===== config.mk =====
export PLATFORM = sky130hd
export DESIGN_NAME = mem_rd_arbiter
export DESIGN_NICKNAME = d
export VERILOG_FILES = /design/src/rtl/mem_rd_arbiter_pkg.sv /design/src/rtl/mem_rd_arbiter_rr_arb2.sv /design/src/rtl/mem_rd_arbiter.sv
export SDC_FILE = /design/constraint.sdc
export NUM_CORES = 1
export LEC_CHECK = 0
export ABC_AREA = 1
export CAP_MARGIN = 0
export CORE_MARGIN = 5
export CORE_UTILIZATION = 29
export DETAILED_ROUTE_END_ITERATION = 7
export PLACE_DENSITY = 0.85
export SYNTH_ARGS = -nofsm -noshare
export SYNTH_HDL_FRONTEND = slang
export SYNTH_HIERARCHICAL = 1
export SYNTH_SLANG_ARGS = --single-unit

===== constraint.sdc =====
create_clock -name clk -period 2.2 [get_ports clk]
set_input_delay 0.33 -clock clk [delete_from_list [all_inputs] [get_ports clk]]
set_output_delay 0.33 -clock clk [all_outputs]
set_load 0.02 [all_outputs]

===== src/rtl/mem_rd_arbiter_pkg.sv =====
// Shared types and constants for the two-master memory read arbiter.
package mem_rd_arbiter_pkg;

  typedef enum logic [1:0] {
    ARB_IDLE = 2'b00,
    ARB_ADDR = 2'b01,
    ARB_DATA = 2'b11
  } arb_state_e;

  localparam logic [2:0] RESP_OKAY   = 3'h0;
  localparam logic [2:0] RESP_SLVERR = 3'h2;

endpackage


===== src/rtl/mem_rd_arbiter_rr_arb2.sv =====
// Two-input round-robin pick: purely combinational.
// A lone requester always wins; on a tie the one not granted last time wins.
module rr_arb2 (
  input  logic [1:0] req,
  input  logic       last_grant,
  output logic [1:0] grant,
  output logic       grant_idx
);

  always_comb begin
    grant     = 2'b00;
    grant_idx = 1'b0;
    case (req)
      2'b01: begin
        grant     = 2'b01;
        grant_idx = 1'b0;
      end
      2'b10: begin
        grant     = 2'b10;
        grant_idx = 1'b1;
      end
      2'b11: begin
        grant_idx = ~last_grant;
        grant     = last_grant ? 2'b01 : 2'b10;
      end
      default: begin
        grant     = 2'b00;
        grant_idx = 1'b0;
      end
    endcase
  end

endmodule


===== src/rtl/mem_rd_arbiter.sv =====
// Shares one AR/R read port between icache (0) and dcache (1), one transaction in flight.
// Grant to mem_arvalid 1 cycle, response pass-through 0 cycles; requester rready stalls memory.
module mem_rd_arbiter
  import mem_rd_arbiter_pkg::*;
#(
  parameter int DATA_LEN = 32,
  parameter int REQ_NUM  = 2
) (
  input  logic                clk,
  input  logic                rst_n,

  input  logic                s0_arvalid,
  output logic                s0_arready,
  input  logic [DATA_LEN-1:0] s0_araddr,
  output logic                s0_rvalid,
  input  logic                s0_rready,
  output logic [2:0]          s0_rresp,
  output logic [DATA_LEN-1:0] s0_rdata,

  input  logic                s1_arvalid,
  output logic                s1_arready,
  input  logic [DATA_LEN-1:0] s1_araddr,
  output logic                s1_rvalid,
  input  logic                s1_rready,
  output logic [2:0]          s1_rresp,
  output logic [DATA_LEN-1:0] s1_rdata,

  output logic                mem_arvalid,
  input  logic                mem_arready,
  output logic [DATA_LEN-1:0] mem_araddr,
  input  logic                mem_rvalid,
  output logic                mem_rready,
  input  logic [2:0]          mem_rresp,
  input  logic [DATA_LEN-1:0] mem_rdata
);

  generate
    if (REQ_NUM != 2) begin : g_bad_req_num
      $error("mem_rd_arbiter supports exactly two requesters");
    end
  endgenerate

  arb_state_e state, next_state;
  logic       owner;
  logic       last_grant;
  logic [1:0] grant;
  logic       grant_idx;
  logic       addr_load;
  logic       data_done;

  rr_arb2 u_rr_arb2 (
    .req        ({s1_arvalid, s0_arvalid}),
    .last_grant (last_grant),
    .grant      (grant),
    .grant_idx  (grant_idx)
  );

  always_ff @(posedge clk or negedge rst_n) begin
    if (!rst_n) begin
      state <= ARB_IDLE;
    end else begin
      state <= next_state;
    end
  end

  always_comb begin
    next_state = state;
    addr_load  = 1'b0;
    data_done  = 1'b0;
    s0_arready = 1'b0;
    s1_arready = 1'b0;
    s0_rvalid  = 1'b0;
    s1_rvalid  = 1'b0;
    s0_rresp   = RESP_OKAY;
    s1_rresp   = RESP_OKAY;
    s0_rdata   = '0;
    s1_rdata   = '0;
    mem_rready = 1'b0;

    case (state)
      ARB_IDLE: begin
        // Reset gating keeps arready low while rst_n is held, even with arvalid up.
        s0_arready = rst_n & grant[0];
        s1_arready = rst_n & grant[1];
        if (rst_n && (grant != 2'b00)) begin
          addr_load  = 1'b1;
          next_state = ARB_ADDR;
        end
      end
      ARB_ADDR: begin
        if (mem_arready) begin
          next_state = ARB_DATA;
        end
      end
      ARB_DATA: begin
        if (owner == 1'b0) begin
          s0_rvalid  = mem_rvalid;
          s0_rresp   = mem_rresp;
          s0_rdata   = mem_rdata;
          mem_rready = s0_rready;
        end else begin
          s1_rvalid  = mem_rvalid;
          s1_rresp   = mem_rresp;
          s1_rdata   = mem_rdata;
          mem_rready = s1_rready;
        end
        if (mem_rvalid && mem_rready) begin
          data_done  = 1'b1;
          next_state = ARB_IDLE;
        end
      end
      default: begin
        next_state = ARB_IDLE;
      end
    endcase
  end

  // mem_arvalid is a pure state decode so it drops the moment reset asserts.
  assign mem_arvalid = (state == ARB_ADDR);

  always_ff @(posedge clk or negedge rst_n) begin
    if (!rst_n) begin
      mem_araddr <= '0;
      owner      <= 1'b0;
      last_grant <= 1'b1;
    end else begin
      if (addr_load) begin
        mem_araddr <= grant_idx ? s1_araddr : s0_araddr;
        owner      <= grant_idx;
      end
      if (data_done) begin
        last_grant <= owner;
      end
    end
  end

endmodule


* After elaboration in Yosys (flattened, before gate mapping)
Cells that the tools add are included.
** Word-level totals
- Bits in latches :: 0
- Flip-flop bits (word level) :: 36
- Memories :: 0
- Output and inout bits :: 108
- Input port bits :: 107
- Bits in writable memories :: 0
- Bits in read-only memories :: 0
** Cells by class
- Mux-type cells :: 29
- Reduce and logical (&&, ||, !) cells :: 5
- Shift operators :: 0
- $mul :: 0
- Div/mod/pow operators :: 0
- Bitwise operators :: 3
- Order comparisons :: 0
- Equality and inequality tests :: 8
- $add $sub $neg :: 0
** Operators with widths (count)
- 32-bit two-way mux :: 5
- 1-bit two-way mux :: 13
- 3-bit two-way mux :: 4
- 2-bit one-hot mux with 3 select lines :: 2
- 2-bit two-way mux :: 4
- 2-bit == test, second input constant :: 3
- 2-bit by 1-bit == test with 1-bit output, second input constant :: 2
- 2-bit inequality test, second input constant :: 2
- 3-bit AND reduction :: 1
- 1-bit AND :: 2
- 1-bit logical AND :: 2
- 2-bit logical NOT :: 1
- 2-bit by 1-bit inequality test with 1-bit output, second input constant :: 1
- 1-bit one-hot mux with 2 select lines :: 1
- 2-bit nonzero test :: 1
- 1-bit NOT :: 1

* Longest topological paths before layout
- Depth in word-level cells :: 6
- Mapped depth :: 10

* By module
The synthesis kept the hierarchy.
** By module, submodules not included
- mem_rd_arbiter :: instances 1, cells each 326, area an instance 2382.3 µm², sequential area each 902.1 µm²
- rr_arb2 :: instances 1, cells each 6, area an instance 25.0 µm², sequential area each 0.0 µm²

* Worst setup path after synthesis
OpenSTA, ideal clock, no wires.
- Path kind :: register -> output
- Start point :: reg last_grant
- End point :: out s0_arready
- Slack :: 0.690 ns
- Buffers on the path :: 0
- Stages on the path, launching flop included :: 5
- Data arrival time :: 1.180 ns
- Path through :: dfstp_2 > nand2_1 > nand2_1 > inv_1 > nor3_1
** Between the ends
- Cells in the longest elaborated chain, start to end :: 4
** Ends and longest elaborated chain
- start, declared :: RTL line mem_rd_arbiter.sv:45 : logic last_grant;
- start signal, assigned :: RTL line mem_rd_arbiter.sv:132 : last_grant <= owner;
- 2-bit two-way mux :: RTL line mem_rd_arbiter_rr_arb2.sv:24 : grant = last_grant ? 2'b01 : 2'b10;
- 2-bit one-hot mux with 3 select lines :: RTL line mem_rd_arbiter_rr_arb2.sv:13 : case (req)
- via grant[0] :: RTL line mem_rd_arbiter.sv:46 : logic [1:0] grant;
- 1-bit AND :: RTL line mem_rd_arbiter.sv:83 : s0_arready = rst_n & grant[0];
- 1-bit two-way mux :: RTL line mem_rd_arbiter.sv:80 : case (state)
- end, declared :: RTL line mem_rd_arbiter.sv:13 : output logic s0_arready,
The timed path passes the listed nets, and every way through them passes these cells.

* Worst setup path after layout
- Start point :: reg owner
- End point :: out s0_rdata[29]
** Between the ends
- Cells in the longest elaborated chain, start to end :: 2
** Ends and longest elaborated chain
- start, declared :: RTL line mem_rd_arbiter.sv:44 : logic owner;
- start signal, assigned :: RTL line mem_rd_arbiter.sv:129 : owner <= grant_idx;
- 32-bit two-way mux :: RTL line mem_rd_arbiter.sv:96 : if (owner == 1'b0) begin
- 32-bit two-way mux :: RTL line mem_rd_arbiter.sv:80
- end, declared :: RTL line mem_rd_arbiter.sv:18 : output logic [DATA_LEN-1:0] s0_rdata,
Every way passes these cells.

==> results.json <==
{
  "status": "complete, no violations",
  "r2r_end": "mem_araddr[17]",
  "clock_latency_ns": 0.29,
  "top_layer_used": "met4",
  "post_drt_wl_per_cell_um": 14.8,
  "synthXorXnorAreaFrac_pct": 0,
  "slew_viol_final": 0,
  "muxShareOfSynthArea_pct": 0,
  "wirelength_met1_mm": 3.36,
  "synth-seq-cells": 36,
  "cts_buffers": 5,
  "tightest_slew_ns": 0.447,
  "crit_chain": "inv_1, nand3_2, nor2_1, clkdlybuf4s50_1",
  "antenna_found_initial": 0,
  "vdd_ir_drop_max_v": 0.000607,
  "cts_buffer_depth": 2,
  "min_period_over_period_pct": 94.6,
  "fin_skew_ns": 0.0100,
  "fin_nets": 649,
  "grt_pass1_wl_mm": 14.8,
  "grt_usage_pct": 18.2,
  "fmax_mhz": 480,
  "viasPerCell": 4.41,
  "clock-sinks": 36,
  "die_area_um2": 10200,
  "dp_hpwl_mm": 8.04,
  "worst_ep_arrival_time_ns": 1.75,
  "htreeDepth": 2,
  "setup_viol": 0,
  "synthAdderAreaFrac_pct": 0,
  "dieWidth_um": 101,
  "finalHoldViolCount": 0,
  "fin_total_pwr_mw": 4.69,
  "cp-start-kind": "register",
  "start_util_pct": 29.6,
  "place.gp.congestion": 0.899,
  "leakagePower_nw": 2.39,
  "max_slew_margin_pct": 70.2,
  "drt_drc_violations_left": 0,
  "post-cts-setup-buffers": 0,
  "grt_setup_unrepaired": "false",
  "synth_nets": 439,
  "synth_compound_area_share_pct": 17.1,
  "rrSetupSlack_ns": 0.56,
  "wl_met2_mm": 4.96,
  "wl_met3_mm": 1.04,
  "crit_path_top_delay_cell": "clkdlybuf4s50_1",
  "postCtsHoldBufs": 0,
  "worstSetupEndpointType": "output port",
  "synth.distinct_cells": 22,
  "worstPathRequired_ns": 1.87,
  "synth_cells": 332,
  "regArea_um2": 902,
  "firstDrtPassIters": 4,
  "vias": 2860,
  "drive_above_1_share_pct": 19.3,
  "max_cap_violations": 0,
  "die_h_um": 101,
  "synth-simple-area-share_pct": 32.1,
  "powerDensity_nw_per_um2": 1010,
  "final_cell_mix": "clkdlybuf4s50_1, dlygate4sd2_1, inv_1",
  "path_clk_slew_ns": 0.08,
  "cts_tree": "built",
  "grt_overflow_total": 0,
  "n_antenna_cell": 0,
  "synth_warnings": 6,
  "area_delta_synth_final_pct": 93.7,
  "syn_area_per_cell_um2": 7.25,
  "syn-cell-area_um2": 2410,
  "yosysSeqAreaShare_pct": 37.5,
  "multi_input_area_um2": 1190,
  "grt_pass1_vias": 2958,
  "fillers": 745,
  "wl_mm": 9.58,
  "cp_slowest_stage_delay_ns": 0.62,
  "r2r_cells": 8,
  "ioPinCount": 215,
  "ant_nets": 0,
  "grt_max_degree": 67,
  "hp-class": "primary input to asynchronous set/reset pin",
  "cts-root-buf": "clkbuf_8",
  "fin_tns_setup_ns": 0,
  "final_common_cell": "clkdlybuf4s50_1",
  "post-route-min-period_ns": 2.08,
  "drt_iter0_drc": 38,
  "core-area_um2": 8130,
  "port_buffers": 214,
  "synth_top_family_by_area": "simple AND/OR/NAND/NOR gates",
  "crit_fanout": 5,
  "fp-row-count": 33,
  "crit_type": "register to output port",
  "rr_startpoint": "last_grant"
}
worst max path at each step:
stage,cells past startpoint,startpoint,slack (ns),to
floorplan,4,last_grant,0.69,s0_arready
global placement,6,s0_rready,0.23,mem_rready
detailed placement,5,owner,0.20,s0_rdata[0]
CTS,4,owner,0.09,s0_rdata[29]
global route,4,owner,0.02,s0_rdata[29]
finish,4,owner,0.12,s0_rdata[29]
routing by layer:
layer  track usage (%)  vias to the layer above
li1                  -                     1426
met1              18.8                     1273
met2              34.5                      146
met3              5.95                       15
met4              6.03                        0
met5                 0                        -
stage by stage:
step / cell area [µm²] / setup slack, ns / hold slack (ns) / cells / utilization (%)
floorplan: 2410 / 0.690 / 0.0344 / 332 / -
detailed placement: 4630 / 0.198 / 0.449 / 640 / 56.9
CTS: 4660 / 0.0856 / 0.125 / 648 / 57.3
finish: 4660 / 0.118 / 0.114 / 648 / 57.3
global placement: 4630 / 0.229 / 0.446 / 640 / 56.9
global route: 4660 / 0.0249 / 0.151 / 648 / 57.3
report_power, final:
group	total (mW)	switching (mW)	leakage, nW	internal, mW
Clock	0.594	0.253	0.0548	0.341
Combinational	2.94	1.65	1.89	1.29
Sequential	1.16	0.196	0.447	0.968
what timing repair did:
item,in CTS,in global routing
endpoints found under the hold margin,0,0
setup endpoints to repair,68,0
resized for setup,68,0
state kept, by name, indices dropped and copies added, names as in the netlist:
name        cells
mem_araddr     32
last_grant      1
state           2
owner           1
final cells by class:
type | instances | share of cell area (%)
multi-input combinational | 229 | 25.5
clock buffer | 5 | 1.48
clock inverter | 3 | 0.993
inverter | 48 | 3.86
sequential | 36 | 19.4
tap | 105 | 2.82
timing repair buffer | 222 | 46.0
critical path: cells and delay by family, from the launching register on:
kind	cells	cell delay (ns)
buffers and inverters	2	0.76
AND/OR/NAND/NOR	2	0.31
flip-flops	1	0.40
Yosys cell counts:
cell	number	area [µm²]
a21oi_1	3	15.0
a21oi_2	1	8.76
buf_2	4	20.0
buf_6	8	90.1
clkbuf_1	4	15.0
clkbuf_2	3	15.0
dfrtp_1	35	876
dfstp_2	1	26.3
inv_1	46	173
inv_2	2	7.51
nand2_1	43	161
nand2_2	2	12.5
nand3_1	1	5.00
nand3_2	1	10.0
nor2_1	45	169
nor2_2	31	194
nor2_4	1	11.3
nor3_1	2	10.0
o21ai_0	43	215
o21ai_1	10	50.1
o21ai_2	14	123
or2_2	32	200
logic make-up (layout without fill, tap and decap cells):
| logic type | Yosys count | count (layout) |
|---|---|---|
| buf+inv | 67 | 278 |
| compound gates | 71 | 71 |
| flops | 36 | 36 |
| simple gates | 158 | 158 |
(Power assumes the default switching activity.)
